[src/rtl/obs_sink_cmp.sv]
// Lockstep observation comparator. Left and right observation streams each go
// into their own FIFO, and the block compares them in pairs to detect divergence.
module obs_sink_cmp #(
    parameter int WIDTH = 32,
    parameter int DEPTH = 4
) (
    input  logic             clock,
    input  logic             reset_n,
    input  logic             l_cond,
    input  logic [WIDTH-1:0] l_arg0,
    input  logic             r_cond,
    input  logic [WIDTH-1:0] r_arg0,
    input  logic             finish,
    output logic             done,
    output logic             leak,
    output logic             overflow,
    output logic [15:0]      match_count
);
    localparam int AW = $clog2(DEPTH);
    localparam int PW = AW + 1;

    typedef enum logic [1:0] {
        RUN,
        DRAIN,
        DONE,
        FAIL
    } state_t;

    state_t                state_reg;

    logic [1:0]            push_req;
    logic [1:0]            push_ok;
    logic [1:0]            push_drop;
    logic [1:0]            empty;
    logic [1:0]            full;
    logic [1:0][WIDTH-1:0] push_data;
    logic [1:0][WIDTH-1:0] head_data;
    logic                  active;
    logic                  pop;
    logic                  any_drop;

    logic [WIDTH-1:0]      cmp_l_reg;
    logic [WIDTH-1:0]      cmp_r_reg;
    logic                  cmp_valid_reg;
    logic                  cmp_match;
    logic                  cmp_mismatch;

    logic                  done_reg;
    logic                  leak_reg;
    logic                  overflow_reg;
    logic [15:0]           match_count_reg;

    assign active       = (state_reg == RUN) || (state_reg == DRAIN);
    assign pop          = active && (empty == 2'b00);
    assign push_req     = {r_cond, l_cond} & {2{state_reg == RUN}};
    assign push_data[0] = l_arg0;
    assign push_data[1] = r_arg0;
    assign any_drop     = |push_drop;

    // Index 0 is the left copy, index 1 the right copy.
    for (genvar gi = 0; gi < 2; gi++) begin : g_fifo
        logic [WIDTH-1:0] mem [DEPTH];
        logic [PW-1:0]    wr_ptr_reg;
        logic [PW-1:0]    rd_ptr_reg;

        assign empty[gi]     = (wr_ptr_reg == rd_ptr_reg);
        assign full[gi]      = (wr_ptr_reg[AW-1:0] == rd_ptr_reg[AW-1:0]) &&
                               (wr_ptr_reg[AW] != rd_ptr_reg[AW]);
        // A full side still accepts a push when the pair pop frees a slot.
        assign push_ok[gi]   = push_req[gi] && (!full[gi] || pop);
        assign push_drop[gi] = push_req[gi] && full[gi] && !pop;
        assign head_data[gi] = mem[rd_ptr_reg[AW-1:0]];

        always_ff @(posedge clock) begin
            if (push_ok[gi]) begin
                mem[wr_ptr_reg[AW-1:0]] <= push_data[gi];
            end
        end

        always_ff @(posedge clock or negedge reset_n) begin
            if (!reset_n) begin
                wr_ptr_reg <= '0;
                rd_ptr_reg <= '0;
            end else begin
                if (push_ok[gi]) begin
                    wr_ptr_reg <= wr_ptr_reg + PW'(1);
                end
                if (pop) begin
                    rd_ptr_reg <= rd_ptr_reg + PW'(1);
                end
            end
        end
    end

    assign cmp_match    = cmp_valid_reg && (cmp_l_reg == cmp_r_reg);
    assign cmp_mismatch = cmp_valid_reg && (cmp_l_reg != cmp_r_reg);

    // Popped heads are registered first and judged one cycle later.
    always_ff @(posedge clock or negedge reset_n) begin
        if (!reset_n) begin
            state_reg       <= RUN;
            cmp_valid_reg   <= 1'b0;
            cmp_l_reg       <= '0;
            cmp_r_reg       <= '0;
            done_reg        <= 1'b0;
            leak_reg        <= 1'b0;
            overflow_reg    <= 1'b0;
            match_count_reg <= '0;
        end else begin
            cmp_valid_reg <= pop;
            if (pop) begin
                cmp_l_reg <= head_data[0];
                cmp_r_reg <= head_data[1];
            end
            if (active && cmp_match && (match_count_reg != 16'hFFFF)) begin
                match_count_reg <= match_count_reg + 16'd1;
            end
            if (any_drop) begin
                overflow_reg <= 1'b1;
            end

            case (state_reg)
                RUN: begin
                    // Divergence outranks a simultaneous finish.
                    if (cmp_mismatch || any_drop) begin
                        state_reg <= FAIL;
                        leak_reg  <= 1'b1;
                    end else if (finish) begin
                        state_reg <= DRAIN;
                    end
                end
                DRAIN: begin
                    if (cmp_mismatch) begin
                        state_reg <= FAIL;
                        leak_reg  <= 1'b1;
                    end else if (empty == 2'b11) begin
                        state_reg <= DONE;
                        done_reg  <= 1'b1;
                    end else if (empty != 2'b00) begin
                        state_reg <= FAIL;
                        leak_reg  <= 1'b1;
                    end
                end
                default: begin
                end
            endcase
        end
    end

    assign done        = done_reg;
    assign leak        = leak_reg;
    assign overflow    = overflow_reg;
    assign match_count = match_count_reg;

endmodule
[config.mk]
export PLATFORM = sky130hd
export DESIGN_NAME = obs_sink_cmp
export DESIGN_NICKNAME = d
export VERILOG_FILES = /design/src/rtl/obs_sink_cmp.sv
export SDC_FILE = /design/constraint.sdc
export NUM_CORES = 1
export LEC_CHECK = 0
export ABC_CLOCK_PERIOD_IN_PS = 3800
export CORE_MARGIN = 2
export CORE_UTILIZATION = 45
export CTS_BUF_LIST = sky130_fd_sc_hd__clkbuf_4 sky130_fd_sc_hd__clkbuf_8
export DETAILED_ROUTE_END_ITERATION = 12
export GPL_TIMING_DRIVEN = 0
export PLACE_DENSITY = 0.73
export SLEW_MARGIN = 5
export SYNTH_ARGS = -nofsm -noshare
export SYNTH_HDL_FRONTEND = slang
export SYNTH_SLANG_ARGS = --single-unit
[constraint.sdc]
create_clock -name clock -period 3.8 [get_ports clock]
set_input_delay 1.14 -clock clock [delete_from_list [all_inputs] [get_ports clock]]
set_output_delay 1.14 -clock clock [all_outputs]
set_load 0.01 [all_outputs]
==> run metrics <==
outcome=completed; largest net degree at the start of global routing=67; Via density=5.18; vias=about 6600; Largest stage delay, worst path=about 590 ps; TritonCTS clock tree=built; Synth cell types=37; initial antenna violation count=0; First-pass DRT Iterations=4; worst endpoint data arrival time=1610 ps; clock buffer depth=3; Syn Area/Cell=20.1 um2; area delta synth->final=19.8%; Final GP Congestion=0.794; fin nets=915; EDFF count, synth=around 260; critical path startpoint category=flip-flop; dpl hpwl=16.6 mm; CTS Buf Count=55; Peak supply drop=0.369 mV; pre-CTS WS=about 630 ps; die area=about 32000 um2; Detail Route Antenna Nets=0; nature of the critical path endpoint=output pin; Synth top area share=0.560; fraction of layout cells with a size suffix above 1=0.285; fmax=363 MHz; overall power=7.60 mW; Lkg Pwr=6.08 nW; Max Cap Viol=0; slowest cell on the critical path=clkdlybuf4s50_1; first-pass GRT wire length=39.5 mm; final wirelength=25.0 mm; Die W=179 um; setup bufs post-CTS=0; register area share after synthesis=0.739; Max FO, Critical Path=6; DRC violations left=0; number of I/O pins=88; synth top area cells=edfxtp_1 56%, dfrtp_1 18%, mux4_2 11%; mapped cell area=13700 um2; worst path required time=2660 ps; Resized cells post-CTS=0; Setup Skew=between 20 and 25 ps; Setup WS post-layout=1050 ps; hold crit path type=reg -> reg; Worst-path clk slew=60 ps; Slew @ Worst Pin=882 ps; die height=around 180 um; number of global-route vias before repair=~7000; post-synth top area cell=edfxtp_1; slew margin rel.=0.412; Max Slew Vio Count=0; Rows=63; leading cell types by count after synthesis=256 x edfxtp_1, 98 x dfrtp_1, 64 x mux4_2; grt total ovfl=0; CP top delay family=buffers and inverters; Initial Util=0.460; register bit count reported by yosys=354; # setup viols final=0; initial DRC count=473; Bufs and invs on worst path=1; # port buffers=87; H-tree depth=2; syn_nets=764; max reg flops=approximately 260; Fin Hold WS=482 ps; Total GRT Usage=0.165; core box area=between 20000 and 30000 um2; synth warn=0; worst-path cell chain=clkdlybuf4s50_1; unrepaired setup endpoints after global routing=false; pwr dens=roughly 460 nW/um2; n_diodes=0; most common cell in the netlist=edfxtp_1; Setup Crit Path Kind=reg -> out; Routed WL per cell=a little under 20 um; cells after synthesis=684; Synth async-reset ratio=0.277; clk_lat worst skew=600 ps; top_reg_cell synth=edfxtp_1; Hold Fails Final Rpt=0; Hold-fix buffers, CTS=0; root buf cell=clkbuf_8; clk sinks=354; final worst-path cycle share=0.724; minimum clock period after layout=2750 ps
==> layout by cell type, fill, tap and decap left out, drive strengths merged, types with 2 or more instances in the layout <==
cell type      Yosys  layout
and3               2       2
nor2b              2       2
nand2             15      15
nor2              18      18
clkinvlp           0       2
buf               17      25
clkdlybuf4s50      0      86
o21ai              4       4
edfxtp           256     256
nand3             12      12
clkinv             0       5
and2               8       8
bufinv             0       2
inv                6       8
mux2              67      67
clkbuf             9     101
ha                11      11
xnor2             43      43
nand4             15      15
dfrtp             98      98
nor4               4       4
a21o               2       2
xor2              20      20
mux4              64      64
nor3               3       3
==> logic make-up after synthesis <==
kind of cell | Yosys count | share of synthesized area
mux | 131 | 0.160
compound gates | 11 | 0.00638
flops | 354 | 0.739
simple gates | 82 | 0.0334
xor+xnor | 63 | 0.0402
fa+ha+maj | 11 | 0.0100
buf+inv | 32 | 0.0109
==> final cells by class <==
cell class	instances	area, um2
tap	390	488
timing repair buffer	94	1030
buffer	26	126
fill	2329	13400
inverter	6	22.5
multi-input combinational	298	3440
clock inverter	11	130
clock buffer	92	1050
sequential	354	10100
==> worst reg2reg max path, delay by kind of cell (launching register included) <==
family | cells | cell delay, ps
and+or+nand+nor | 2 | 710
AOI/OAI and AO/OA | 1 | 470
DFF | 1 | 370
xor gates and xnor gates | 1 | 280
buffers and inverters | 1 | 190
==> through the flow <==
step	setup TNS [ps]	utilization	area, um2	std cells
after floorplan	0	-	13700	684
after global placement	-217540	0.506	15100	1161
after detailed placement	0	0.512	15200	1168
after CTS	0	0.551	16400	1271
after global routing	0	0.551	16400	1271
final	0	0.551	16400	1271
==> power breakdown <==
part / leakage, nW / internal (mW) / switching (mW)
clock: 0.631 / 1.90 / 1.43
combinational: 1.81 / 0.0648 / 0.0598
sequential: 3.63 / 4.15 / 0
==> final timing paths <==
kind | slack (ps) | end | cells after the start | from
setup / recovery | 1050 | match_count[3] | 1 | match_count[3]
setup reg to reg | 1380 | g_fifo[1].mem[1][6] | 5 | g_fifo[1].rd_ptr_reg[0]
hold reg to reg | 480 | overflow | 1 | overflow
max in group asynchronous | 2630 | cmp_r_reg[2] | 2 | reset_n
hold / removal | 480 | overflow | 1 | overflow
min in group asynchronous | 510 | match_count[8] | 1 | reset_n
==> routing by layer <==
metal / global-route usage / part of all wire
met5: 0 / 0
met4: 0.0491 / 0.018
met3: 0.0292 / 0.035
met2: 0.282 / 0.52
met1: 0.218 / 0.43
Power figures use the tool's default switching activity.
